===== src/rtl/motoro3_sixstep_gen_if.sv =====
// Control and gate-drive bundle of the six-step generator.
// master = controller side, slave = generator side.
interface motoro3_sixstep_gen_if #(
   parameter int FREQ_W = 10,
   parameter int DEAD_W = 4
);
   logic              m3start;
   logic              m3stop;
   logic              m3dir;
   logic [FREQ_W-1:0] m3freq;
   logic [DEAD_W-1:0] deadTime;
   logic              aH, aL, bH, bL, cH, cL;
   logic [2:0]        stepIdx;
   logic              running;
   logic              stepStrobe;
   logic [1:0]        dbg_state;

   modport master (
      output m3start, m3stop, m3dir, m3freq, deadTime,
      input  aH, aL, bH, bL, cH, cL, stepIdx, running, stepStrobe, dbg_state
   );
   modport slave (
      input  m3start, m3stop, m3dir, m3freq, deadTime,
      output aH, aL, bH, bL, cH, cL, stepIdx, running, stepStrobe, dbg_state
   );
endinterface


===== src/rtl/motoro3_sixstep_gen.sv =====
// Six-step three-phase gate generator with dead band, soft-start ramp,
// direction/stop control and registered step status.
module motoro3_sixstep_gen #(
   parameter int FREQ_W     = 10,
   parameter int CNT_W      = 16,
   parameter int DEAD_W     = 4,
   parameter int RAMP_START = 1000,
   parameter int RAMP_STEP  = 8
) (
   input  logic                  clk,
   input  logic                  nRst,
   motoro3_sixstep_gen_if.slave  bus
);
   typedef enum logic [1:0] {S_IDLE = 2'd0, S_DEAD = 2'd1, S_DRIVE = 2'd2} state_t;

   localparam logic [CNT_W-1:0] LP_START = CNT_W'(RAMP_START);
   localparam logic [CNT_W-1:0] LP_STEP  = CNT_W'(RAMP_STEP);
   localparam logic [CNT_W-1:0] LP_ONE   = CNT_W'(1);

   state_t           r_state, w_state_nx;
   logic [2:0]       r_step, w_step_nx;
   logic [CNT_W-1:0] r_period, w_period_nx;
   logic [CNT_W-1:0] r_cnt, w_cnt_nx;
   logic             r_strobe, w_strobe_nx;
   logic [5:0]       r_gates, w_gates_nx;
   logic             r_running;
   logic [CNT_W-1:0] w_target, w_dead, w_ramped;

   // Gate vector order {aH,aL,bH,bL,cH,cL}; exactly one high and one low side per step.
   function automatic logic [5:0] table_gates(input logic [2:0] step);
      case (step)
         3'd0:    table_gates = 6'b10_01_00;
         3'd1:    table_gates = 6'b10_00_01;
         3'd2:    table_gates = 6'b00_10_01;
         3'd3:    table_gates = 6'b01_10_00;
         3'd4:    table_gates = 6'b01_00_10;
         3'd5:    table_gates = 6'b00_01_10;
         default: table_gates = 6'b00_00_00;
      endcase
   endfunction

   assign w_target = CNT_W'(bus.m3freq);
   assign w_dead   = CNT_W'(bus.deadTime);

   // Speed-up is ramped without going below target; slow-down jumps straight to target.
   always_comb begin
      w_ramped = w_target;
      if (r_period > w_target) begin
         w_ramped = ((r_period - w_target) > LP_STEP) ? (r_period - LP_STEP) : w_target;
      end
   end

   always_comb begin
      w_state_nx  = r_state;
      w_step_nx   = r_step;
      w_period_nx = r_period;
      w_cnt_nx    = r_cnt;
      w_strobe_nx = 1'b0;
      if (bus.m3stop) begin
         w_state_nx = S_IDLE;
      end else begin
         case (r_state)
            S_IDLE: begin
               if (bus.m3start && (w_target != '0)) begin
                  w_step_nx   = 3'd0;
                  w_period_nx = LP_START;
                  if (w_dead != '0) begin
                     w_state_nx = S_DEAD;
                     w_cnt_nx   = w_dead - LP_ONE;
                  end else begin
                     w_state_nx = S_DRIVE;
                     w_cnt_nx   = LP_START - LP_ONE;
                  end
               end
            end
            S_DEAD: begin
               if (r_cnt == '0) begin
                  w_state_nx = S_DRIVE;
                  w_cnt_nx   = r_period - LP_ONE;
               end else begin
                  w_cnt_nx = r_cnt - LP_ONE;
               end
            end
            S_DRIVE: begin
               if (r_cnt != '0) begin
                  w_cnt_nx = r_cnt - LP_ONE;
               end else if (w_target == '0) begin
                  w_state_nx = S_IDLE;
               end else begin
                  if (bus.m3dir) w_step_nx = (r_step == 3'd0) ? 3'd5 : r_step - 3'd1;
                  else           w_step_nx = (r_step == 3'd5) ? 3'd0 : r_step + 3'd1;
                  w_period_nx = w_ramped;
                  w_strobe_nx = 1'b1;
                  if (w_dead != '0) begin
                     w_state_nx = S_DEAD;
                     w_cnt_nx   = w_dead - LP_ONE;
                  end else begin
                     w_state_nx = S_DRIVE;
                     w_cnt_nx   = w_ramped - LP_ONE;
                  end
               end
            end
            default: w_state_nx = S_IDLE;
         endcase
      end
      w_gates_nx = (w_state_nx == S_DRIVE) ? table_gates(w_step_nx) : 6'b0;
   end

   always_ff @(posedge clk or negedge nRst) begin
      if (!nRst) begin
         r_state   <= S_IDLE;
         r_step    <= 3'd0;
         r_period  <= LP_START;
         r_cnt     <= '0;
         r_strobe  <= 1'b0;
         r_gates   <= 6'b0;
         r_running <= 1'b0;
      end else begin
         r_state   <= w_state_nx;
         r_step    <= w_step_nx;
         r_period  <= w_period_nx;
         r_cnt     <= w_cnt_nx;
         r_strobe  <= w_strobe_nx;
         r_gates   <= w_gates_nx;
         r_running <= (w_state_nx != S_IDLE);
      end
   end

   assign {bus.aH, bus.aL, bus.bH, bus.bL, bus.cH, bus.cL} = r_gates;
   assign bus.stepIdx    = r_step;
   assign bus.running    = r_running;
   assign bus.stepStrobe = r_strobe;
   assign bus.dbg_state  = r_state;
endmodule


===== src/flat_wrapper.sv =====
// flat-port wrapper written by rule: the top's interface ports become plain ports
module motoro3_sixstep_gen_flat 
#(
   parameter int FREQ_W     = 10,
   parameter int CNT_W      = 16,
   parameter int DEAD_W     = 4,
   parameter int RAMP_START = 1000,
   parameter int RAMP_STEP  = 8
)
  (clk, nRst, bus_m3start, bus_m3stop, bus_m3dir, bus_m3freq, bus_deadTime, bus_aH, bus_aL, bus_bH, bus_bL, bus_cH, bus_cL, bus_stepIdx, bus_running, bus_stepStrobe, bus_dbg_state);
  motoro3_sixstep_gen_if #(.FREQ_W(FREQ_W), .DEAD_W(DEAD_W)) bus_i ();
  input  logic clk;
  input  logic nRst;
  input wire logic [$bits(bus_i.m3start)-1:0] bus_m3start;
  input wire logic [$bits(bus_i.m3stop)-1:0] bus_m3stop;
  input wire logic [$bits(bus_i.m3dir)-1:0] bus_m3dir;
  input wire logic [$bits(bus_i.m3freq)-1:0] bus_m3freq;
  input wire logic [$bits(bus_i.deadTime)-1:0] bus_deadTime;
  output wire logic [$bits(bus_i.aH)-1:0] bus_aH;
  output wire logic [$bits(bus_i.aL)-1:0] bus_aL;
  output wire logic [$bits(bus_i.bH)-1:0] bus_bH;
  output wire logic [$bits(bus_i.bL)-1:0] bus_bL;
  output wire logic [$bits(bus_i.cH)-1:0] bus_cH;
  output wire logic [$bits(bus_i.cL)-1:0] bus_cL;
  output wire logic [$bits(bus_i.stepIdx)-1:0] bus_stepIdx;
  output wire logic [$bits(bus_i.running)-1:0] bus_running;
  output wire logic [$bits(bus_i.stepStrobe)-1:0] bus_stepStrobe;
  output wire logic [$bits(bus_i.dbg_state)-1:0] bus_dbg_state;
  assign bus_i.m3start = bus_m3start;
  assign bus_i.m3stop = bus_m3stop;
  assign bus_i.m3dir = bus_m3dir;
  assign bus_i.m3freq = bus_m3freq;
  assign bus_i.deadTime = bus_deadTime;
  assign bus_aH = bus_i.aH;
  assign bus_aL = bus_i.aL;
  assign bus_bH = bus_i.bH;
  assign bus_bL = bus_i.bL;
  assign bus_cH = bus_i.cH;
  assign bus_cL = bus_i.cL;
  assign bus_stepIdx = bus_i.stepIdx;
  assign bus_running = bus_i.running;
  assign bus_stepStrobe = bus_i.stepStrobe;
  assign bus_dbg_state = bus_i.dbg_state;
  motoro3_sixstep_gen #(.FREQ_W(FREQ_W), .CNT_W(CNT_W), .DEAD_W(DEAD_W), .RAMP_START(RAMP_START), .RAMP_STEP(RAMP_STEP)) u_core (.clk(clk), .nRst(nRst), .bus(bus_i));
endmodule

===== config.mk =====
export PLATFORM = sky130hd
export DESIGN_NAME = motoro3_sixstep_gen_flat
export DESIGN_NICKNAME = d
export VERILOG_FILES = /design/src/rtl/motoro3_sixstep_gen_if.sv /design/src/rtl/motoro3_sixstep_gen.sv /design/src/flat_wrapper.sv
export SDC_FILE = /design/constraint.sdc
export NUM_CORES = 1
export LEC_CHECK = 0
export BUFFER_PORTS_ARGS = -buffer_cell sky130_fd_sc_hd__buf_4
export CORE_MARGIN = 2
export CORE_UTILIZATION = 30
export DETAILED_ROUTE_END_ITERATION = 10
export SYNTH_ARGS = -nofsm -noshare
export SYNTH_HDL_FRONTEND = slang
export SYNTH_SLANG_ARGS = --single-unit

===== constraint.sdc =====
create_clock -name clk -period 7.65 [get_ports clk]
set_input_delay 0.3825 -clock clk [delete_from_list [all_inputs] [get_ports clk]]
set_output_delay 0.3825 -clock clk [all_outputs]
set_load 0.005 [all_outputs]

==> results of run 1 <==
[worst max path at each step]
stage | startpoint | to | slack, ns
after detailed placement | bus_m3freq[9] | u_core.r_cnt[12]$_DFFE_PN0P_ | 2.38
after floorplan | u_core.r_period[0]$_DFFE_PN0P_ | u_core.r_cnt[12]$_DFFE_PN0P_ | 3.16
after global routing | u_core.r_period[0]$_DFFE_PN0P_ | u_core.r_cnt[12]$_DFFE_PN0P_ | 1.82
after global placement | bus_m3freq[9] | u_core.r_cnt[12]$_DFFE_PN0P_ | 2.48
after CTS | u_core.r_period[0]$_DFFE_PN0P_ | u_core.r_cnt[12]$_DFFE_PN0P_ | 2.39
final | u_core.r_period[0]$_DFFE_PN0P_ | u_core.r_cnt[12]$_DFFE_PN0P_ | 2.29
[layout by cell type, fill, tap and decap left out, types with 4 or more instances in the layout]
cell type	count
dfstp_2	6
a211oi_1	5
nand4_1	6
o21ai_1	19
nand2_1	75
o21ai_0	37
dfrtp_1	39
nand2b_1	4
o211ai_1	6
o31a_1	4
o221ai_1	5
o21a_1	7
o22ai_1	8
o2111ai_1	6
ha_1	22
xnor2_1	33
a21o_1	7
nor2_1	68
inv_1	41
a2bb2oi_2	4
and2_1	8
buf_4	35
nor4_1	16
nand3_1	37
xor2_1	11
nor3_1	28
a31oi_1	20
and3_1	7
or4_1	4
or3_1	7
a21boi_1	4
o21ai_2	5
a21oi_1	39
clkbuf_16	5
o31ai_1	9
[registers in the layout, summed over array words and instances (netlist names)]
name                   cells
u_core.r_period           16
u_core.bus.stepStrobe      1
u_core.bus.running         1
u_core.r_gates             6
u_core.r_cnt              16
u_core.bus.stepIdx         3
u_core.bus.dbg_state       2
[layout make-up]
| type | count | area [sq um] | share of cell area (%) |
|---|---|---|---|
| Multi-Input combinational cell | 579 | 3700 | 65.0 |
| Sequential cell | 45 | 1130 | 19.9 |
| Tap cell | 225 | 282 | 4.94 |
| Timing Repair Buffer | 35 | 263 | 4.61 |
| Inverter | 43 | 161 | 2.83 |
| Clock buffer | 5 | 125 | 2.20 |
| Clock inverter | 3 | 28.8 | 0.505 |
[through the flow]
stage,setup WS (ns),power (mW),hold slack (ns),cell area (sq um)
after floorplan,3.16,0.431,0.0869,5220
after global placement,2.48,0.495,0.451,5540
after detailed placement,2.38,0.494,0.452,5540
after CTS,2.39,0.735,0.130,5700
after global routing,1.82,0.776,0.142,5700
final,2.29,0.741,0.0871,5700
[critical path, stage by stage, from the launching register on]
cell and delay [ns]:
dfrtp_1 0.42, inv_1 0.15, ha_1 0.24, fa_1 0.39
nand2b_1 0.18, a21oi_1 0.24, nor3_1 0.12, o31a_1 0.13
or4_4 0.55, nor4_4 0.71, nor2_1 0.12, a21boi_1 0.24
ha_1 0.32, and3_1 0.28, nand2_1 0.11, nor4_1 0.41
nand2_1 0.12, xnor2_1 0.16, nand3_1 0.09, a31oi_1 0.19
nand2b_1 0.11
[metal layers]
| layer | vias to the layer above | routed length (microns) | track usage (%) | part of all wire [%] |
|---|---|---|---|---|
| met1 | 2614 | 7600 | 24.7 | 44 |
| met3 | 46 | 1040 | 2.65 | 6.0 |
| met2 | 237 | 7830 | 28.9 | 46 |
| li1 | 2620 | - | - | - |
| met5 | - | 0 | 0 | 0 |
| met4 | 0 | 678 | 8.10 | 4.0 |
[kinds of logic after synthesis]
group,after synthesis,share of synthesized area [%]
simple gates,280,27.0
mux,3,0.575
xor+xnor,44,7.38
buf+inv,89,7.40
flops,45,21.7
fa+ha+maj,23,5.65
compound gates,229,30.3
[power groups by stage]
stage	Combinational [mW]	Clock [mW]	Sequential, mW
after floorplan	0.155	0	0.276
after global placement	0.208	0	0.286
after detailed placement	0.208	0	0.286
after CTS	0.209	0.245	0.282
after global routing	0.234	0.256	0.285
final	0.213	0.245	0.283
==> impl_metrics.yaml, run 1 <==
finish:
  instances_no_fill: 935
  nFillCells: 1879
  final_layout_size_suffix_gt1_share_pct: 10.8
  fin_util_pct: 33.2
  diodes: 0
  final_nets: 751
  area_delta_synth_final_pct: 9.06
worst_setup_path:
  critPathKind: "flip-flop to flip-flop"
  startpoint_type: "flip-flop"
  cp.arrival_ns: 5.60
  rrSetupSlack_ns: 2.29
  r2r_start: "u_core.r_period[0]$_DFFE_PN0P_"
  worstPathMaxFanout: 18
  r2r-end: "u_core.r_cnt[12]$_DFFE_PN0P_"
  crit_path_end_kind: "flip-flop"
  r2r_cells: 20
  crit_required_ns: 7.89
grt:
  grt_max_degree: 46
  grt_pass1_vias: 5030
  grt.overflow.total: 0
  grt_pass1_wl_microns: 27000
  antenna_found_initial: 0
  grt_use_total_pct: 18.3
sta:
  final.setup_skew_ns: 0.00851
  rsz0062_at_grt: "no"
  slew_violations: 0
  setup_viol: 0
  max_freq_mhz: 187
  finalHoldViolations: 0
  slew_headroom_pct: 35.6
  setup_tns_ns: 0
  period_share_pct: 70.1
  fin_crit_ns: 5.36
  worst_pin_slew_ns: 0.959
synth:
  syn_nets: 755
  ys_ff_latch: 45
  synth_top_cells_by_area: "dfrtp_1 19%, xnor2_1 5.5%, nand2_1 5.4%, ha_1 5.3%, nor2_1 4.9%"
  synth.most_common_cell: "nand2_1"
  synth_edf_count: 0
  ys.warnings.count: 0
  seq_area_frac_synth_pct: 21.7
  synth_cells: 713
  synthDistinctLibCells: 84
  synth_top_area_cell: "dfrtp_1"
  syn_avg_cell_area_sq_um: 7.32
  netlist_top_cells_count: "75 x nand2_1, 68 x nor2_1, 41 x inv_1, 39 x a21oi_1, 39 x dfrtp_1"
  syn_area_sq_um: 5220
  async_flop_share_pct: 100
  ys.flop_type: "dfrtp_1"
  netlist.area_leader.share_pct: 18.7
floorplanning:
  die_area_sq_um: 18500
  dieWidth_microns: 136
  num_rows: 48
  start_util_pct: 30.4
  io-pin-count: 32
  core_sq_um: 17200
  die_h_microns: 136
route:
  vias: 5517
  avgViaCountPerCell: 5.90
  first_iter_violations: 597
  drc: 0
  postRouteAntennaNets: 0
  drt-total-wl_microns: 17100
  drtPass1Iterations: 5
  post_drt_wl_per_cell_microns: 18.3
power_and_ir_drop:
  p_clk_share_pct: 33.0
  p_int_uw: 462
  switching_power_uw: 279
  peakVddDrop_mv: 0.101
  leakage_nw: 2.17
  p_comb_share_pct: 28.8
  pwr-share-seq_pct: 38.2
  power_density_nw_per_um2: 130
  switching_share_pct: 37.7
clocking:
  cts_buffer_depth: 2
  insertion_delay_ns: 0.31
  cts-resized-gates: 0
  clkTransAtPathRegs_ns: 0.08
  post_cts_buffers: 0
  cts-htree-levels: 2
  numCtsBuffers: 5
  cts_sinks: 45
  cts_root_buf: "clkbuf_16"
  cts-hold-fix-buffers: 0
  cts_tree: "yes"
worst_hold_path:
  hold_path.class: "primary input to async pin"
placed_design:
  io_buffer_count: 31
  gp_congestion: 0.915
  dp_cells: 927
  dp_hpwl_microns: 12700
run:
  cap_viol_max_count: 0
outcome:
  status: "finished clean"
(Power assumes the default switching activity.)
==> run 2, diff against run 1 <==
- clock period: 7.65 -> 4.5 ns (I/O delays scaled with it)
==> run 2 against run 1 <==
Compared with the run above: power rose by 72%; critical path depth down 3; die area unchanged; register-to-register slack worse by 2.1 ns; critical path type unchanged; critical endpoint is now u_core.r_cnt[4]$_DFFE_PN0P_; largest power group unchanged; highest routed layer unchanged.
==> impl_metrics.yaml, run 2 (synthesis results as in run 1) <==
worst_setup_path:
  r2r_start: "u_core.r_period[8]$_DFFE_PN1P_"
  cp.arrival_ns: 4.49
  crit_path_end_kind: "flip-flop"
  crit_family: "compound AO/OA/AOI/OAI gates"
  slowest_delay_ns: 0.56
  crit_required_ns: 4.68
  critPathKind: "flip-flop to flip-flop"
  cp_cell_sequence: "ha_2, a21o_1, a211oi_2, o2bb2ai_2, a211o_1, or4_4, or4_1, nand2_8, a21oi_2, ha_2, buf_4, buf_4, nand3_1, xnor2_1, a21oi_1, a211oi_2, o211ai_2"
  worstPathMaxFanout: 6
  cp.buffers_inverters: 2
  critPathLaunch: "u_core.r_period[8]$_DFFE_PN1P_"
  critical_path.slowest_cell: "or4_1"
  startpoint_type: "flip-flop"
route:
  drtPass1Iterations: 6
  drt-total-wl_microns: 17600
  drc: 0
  avgViaCountPerCell: 5.77
  first_iter_violations: 549
  vias: 5611
  post_drt_wl_per_cell_microns: 18.1
  postRouteAntennaNets: 0
finish:
  mostFrequentLayoutCells: "74 x nand2_1, 72 x buf_4, 67 x nor2_1"
  nFillCells: 1856
  layout_commonest_cell: "nand2_1"
  area_delta_synth_final_pct: 17.0
  fin_util_pct: 35.6
  diodes: 0
  largestRegisters: "u_core.r_cnt x16, u_core.r_period x16, u_core.r_gates x6"
  final_nets: 789
  final_layout_size_suffix_gt1_share_pct: 18.3
  instances_no_fill: 973
clocking:
  insertion_delay_ns: 0.31
  cts_sinks: 45
  clkTransAtPathRegs_ns: 0.07
  cts_root_buf: "clkbuf_16"
  cts-htree-levels: 2
  cts_tree: "yes"
  numCtsBuffers: 5
  cts_buffer_depth: 2
floorplanning:
  die_h_microns: 136
  core_sq_um: 17200
  dieWidth_microns: 136
  start_util_pct: 30.4
  num_rows: 48
  die_area_sq_um: 18500
  io-pin-count: 32
grt:
  grt.overflow.total: 0
  grt_max_degree: 46
  grt_util_met3_pct: 2.91
  grt_util_met2_pct: 30.8
  grt_pass1_vias: 5177
  use_met1_pct: 25.1
  grt_use_total_pct: 19.0
  busiest_layer: "met2"
  antenna_found_initial: 0
  grt_pass1_wl_microns: 27900
placed_design:
  io_buffer_count: 31
  gp_congestion: 0.936
  dp_hpwl_microns: 13200
  dp_cells: 956
power_and_ir_drop:
  total_power_mw: 1.28
  p_clk_share_pct: 32.2
  peakVddDrop_mv: 0.132
  switching_power_uw: 478
  p_int_uw: 799
  switching_share_pct: 37.4
  pwr-share-seq_pct: 37.7
  power_density_nw_per_um2: 209
  leakage_nw: 2.38
  p_comb_share_pct: 30.1
sta:
  max_freq_mhz: 232
  slew_violations: 0
  finalHoldViolations: 0
  setup_tns_ns: 0
  final.setup_skew_ns: 0.00862
  slew_headroom_pct: 40.9
  period_share_pct: 95.8
  worst_pin_slew_ns: 0.879
  setup_viol: 0
  fin_crit_ns: 4.31
worst_hold_path:
  hold_path.class: "primary input to flip-flop"
  min_from: "bus_m3freq[3]"
outcome:
  status: "finished clean"
run:
  cap_viol_max_count: 0
run 2: stage by stage:
stage | hold slack [ns] | setup slack, ns | instance area [sq um]
after floorplan | -0.0706 | 0.0105 | 5220
after detailed placement | 0.292 | 0.159 | 5760
after global placement | 0.288 | 0.168 | 5760
after global routing | 0.311 | -0.0221 | 6110
after CTS | 0.240 | 0.117 | 5920
final | 0.240 | 0.190 | 6110
run 2: worst paths after layout:
check,slack (ns),cells after the start,end
worst max-delay path,0.19,17,u_core.r_cnt[4]$_DFFE_PN0P_
worst min-delay path,0.24,3,u_core.r_period[3]$_DFFE_PN1P_
worst max register to register,0.19,17,u_core.r_cnt[4]$_DFFE_PN0P_
worst min register to register,0.63,2,u_core.r_cnt[1]$_DFFE_PN0P_
max in group asynchronous,3.61,2,u_core.r_period[11]$_DFFE_PN0P_
min in group asynchronous,0.48,2,u_core.r_cnt[14]$_DFFE_PN0P_
run 2: layout make-up:
type | instances | area [sq um] | share of cell area [%]
multi-input combinational | 579 | 3830 | 62.7
inverter | 43 | 161 | 2.64
tap | 225 | 282 | 4.61
timing repair buffer | 73 | 551 | 9.01
clock inverter | 3 | 26.3 | 0.430
sequential | 45 | 1130 | 18.6
clock buffer | 5 | 125 | 2.05
run 2: power by group through the flow:
stage | registers [mW] | logic (mW) | clock network [mW]
final | 0.481 | 0.385 | 0.412
after global routing | 0.487 | 0.422 | 0.436
after CTS | 0.479 | 0.365 | 0.423
after detailed placement | 0.487 | 0.363 | 0
after global placement | 0.487 | 0.363 | 0
after floorplan | 0.470 | 0.263 | 0
run 2: timing repair:
action / CTS / global route
hold endpoints to repair: 39 / 0
setup buffers: 0 / 8
setup endpoints to repair: 0 / 2
hold buffers: 1 / 0
resized for setup: 0 / 28
run 2: per-layer routing:
layer  routed length (microns)  vias to the layer above
li1                          -                     2698
met1                      7910                     2680
met2                      8200                      196
met3                       844                       37
met4                       612                        0
met5                         0                        -
run 2: worst reg2reg max path: stages, from the launching register on:
cell and delay, ns:
dfstp_2 0.54, ha_2 0.27, a21o_1 0.18, a211oi_2 0.25
o2bb2ai_2 0.10, a211o_1 0.27, or4_4 0.53, or4_1 0.56
nand2_8 0.13, a21oi_2 0.07, ha_2 0.18, buf_4 0.13
buf_4 0.15, nand3_1 0.13, xnor2_1 0.16, a21oi_1 0.08
a211oi_2 0.35, o211ai_2 0.13
==> run 3, diff against run 2 <==
- CORE_UTILIZATION: 30 -> 57
- PLACE_DENSITY: unset -> 0.78
==> run 3 against run 2 <==
Compared with the run above: global-route usage up 16 points; critical path type unchanged; largest cell class unchanged; worst setup slack worse by 0.041 ns; fmax down 0.94%; via count up 5.1%; clock skew up 0.0094 ns; register-to-register slack worse by 0.04 ns; combinational power about the same; cell count down 12%; sequential share of layout area up 0.57 points; non-clock buffer count down 1; die area down 46%.
==> impl_metrics.yaml, run 3 (synthesis results as in run 1) <==
outcome:
  status: "finished clean"
power_and_ir_drop:
  leakage_nw: 2.34
  total_power_mw: 1.17
  p_comb_share_pct: 33.2
  p_int_uw: 705
  peakVddDrop_mv: 0.147
  p_clk_share_pct: 25.4
  switching_power_uw: 463
  pwr-share-seq_pct: 41.3
  power_density_nw_per_um2: 197
  switching_share_pct: 39.6
sta:
  finalHoldViolations: 0
  fin_crit_ns: 4.35
  setup_viol: 0
  max_freq_mhz: 230
  setup_ws_ns: 0.149
  slew_violations: 0
  slew_headroom_pct: 34.9
  final.setup_skew_ns: 0.0180
  period_share_pct: 96.7
  worst_pin_slew_ns: 0.969
worst_setup_path:
  cp.arrival_ns: 4.57
  r2r_start: "u_core.r_period[2]$_DFFE_PN0P_"
  rrSetupSlack_ns: 0.15
  startpoint_type: "flip-flop"
  r2r_cells: 19
  critPathKind: "flip-flop to flip-flop"
  critical_path.slowest_cell: "or4_4"
  crit_path_end_kind: "flip-flop"
  cp_cell_sequence: "ha_2, or2_1, o31a_1, xor2_1, a211o_1, or4_4, nor4_4, o21ai_1, a21boi_2, ha_2, buf_4, buf_4, nand3_1, nor2_1, nand2_1, nor2_1, o21ai_1, nand2_1, o21a_1"
  worstPathMaxFanout: 6
  cp.buffers_inverters: 2
  slowest_delay_ns: 0.53
  crit_required_ns: 4.72
  r2r-end: "u_core.r_cnt[10]$_DFFE_PN0P_"
  crit_family: "simple AND/OR/NAND/NOR gates"
placed_design:
  post-place-ws_ns: 0.0777
  io_buffer_count: 31
  dp_hpwl_microns: 13000
  gp_congestion: 0.980
  placed_cell_area_sq_um: 5580
finish:
  final_layout_size_suffix_gt1_share_pct: 18.5
  multi_input_area_sq_um: 3850
  nFillCells: 724
  layout_commonest_cell: "nand2_1"
  area_delta_synth_final_pct: 13.5
  fin_util_pct: 67.3
  diodes: 0
  mostFrequentLayoutCells: "74 x nand2_1, 70 x buf_4, 67 x nor2_1"
  largestRegisters: "u_core.r_cnt x16, u_core.r_period x16, u_core.r_gates x6"
  stdcell_area_sq_um: 5930
  final_nets: 788
  seq_area_sq_um: 1130
run:
  cap_viol_max_count: 0
floorplanning:
  start_util_pct: 59.3
  num_rows: 34
  die_area_sq_um: 9940
  core_sq_um: 8810
  io-pin-count: 32
  die_h_microns: 99.7
  dieWidth_microns: 99.7
worst_hold_path:
  hold_path.class: "primary input to flip-flop"
  min_from: "bus_m3freq[3]"
  whs_path_depth: 3
  min_to: "u_core.r_period[3]$_DFFE_PN1P_"
route:
  vias: 5899
  avgViaCountPerCell: 6.90
  drc: 0
  drtPass1Iterations: 8
  drt-total-wl_microns: 17500
  postRouteAntennaNets: 0
  first_iter_violations: 627
  post_drt_wl_per_cell_microns: 20.5
grt:
  grt_pass1_vias: 5459
  grt_pass1_wl_microns: 28000
  grt_max_degree: 46
  antenna_found_initial: 0
  grt.overflow.total: 0
  grt_use_total_pct: 35.0
clocking:
  cts_buffer_depth: 2
  cts-htree-levels: 2
  cts_root_buf: "clkbuf_8"
  insertion_delay_ns: 0.32
  cts_tree: "yes"
  cts_sinks: 45
  clkTransAtPathRegs_ns: 0.11
  numCtsBuffers: 5
==> run 3: changes by cell type in the layout (fill, tap and decap cells not counted), moves of 2 or more <==
cell / change
clkbuf_8: +5
buf_4: -2
clkbuf_16: -5
ha_1: -2
==> run 3: worst max-delay path by stage <==
stage	start	to	slack, ns	cells after the start
detailed placement	u_core.r_period[0]$_DFFE_PN0P_	u_core.r_cnt[14]$_DFFE_PN0P_	0.08	20
floorplan	u_core.r_period[0]$_DFFE_PN0P_	u_core.r_cnt[12]$_DFFE_PN0P_	0.01	21
global placement	bus_m3freq[4]	u_core.r_cnt[14]$_DFFE_PN0P_	0.16	20
global route	u_core.r_period[5]$_DFFE_PN1P_	u_core.r_cnt[14]$_DFFE_PN0P_	-0.05	18
CTS	u_core.r_period[0]$_DFFE_PN0P_	u_core.r_cnt[14]$_DFFE_PN0P_	0.01	20
finish	u_core.r_period[2]$_DFFE_PN0P_	u_core.r_cnt[10]$_DFFE_PN0P_	0.15	19
==> run 3: through the flow <==
step	std cells	setup TNS, ns	hold WS (ns)
detailed placement	835	0	0.274
CTS	844	0	0.243
floorplan	713	0	-0.0706
global placement	835	0	0.271
global route	855	-0.0980	0.249
finish	855	0	0.241
==> run 3: final cells by class <==
class                      instances  share of cell area [%]
multi-input combinational        579                    65.0
clock buffer                       5                    1.16
clock inverter                     3                   0.485
sequential                        45                    19.1
inverter                          43                    2.72
tap                              108                    2.28
timing repair buffer              72                    9.22
==> run 3: worst register-to-register path, delay by kind of cell, from the launching register on <==
family	cells	cell delay, ns
compound gates	6	1.20
xor+xnor	1	0.17
fa+ha+maj	2	0.52
buf+inv	2	0.26
flops	1	0.43
simple gates	8	1.67
==> run 3: power groups by stage <==
stage	Combinational [mW]	Clock, mW	Sequential [mW]
after CTS	0.363	0.296	0.480
after floorplan	0.263	0	0.470
final	0.388	0.297	0.483
after global routing	0.426	0.312	0.487
after detailed placement	0.361	0	0.488
after global placement	0.352	0	0.487
==> run 3: layer usage <==
layer	vias to the layer above	share of wire (%)	global-route usage, %
li1	2693	-	-
met2	408	45	54.7
met1	2735	40	49.6
met4	0	4.0	12.9
met3	63	11	4.71
met5	-	0	0
==> run 3: timing repair <==
| action | in CTS | in global routing |
|---|---|---|
| buffers inserted | 0 | 11 |
| endpoints found under the setup margin | 0 | 4 |
| endpoints found under the hold margin | 39 | 0 |
| resized for setup | 0 | 32 |
| hold buffers | 1 | 0 |
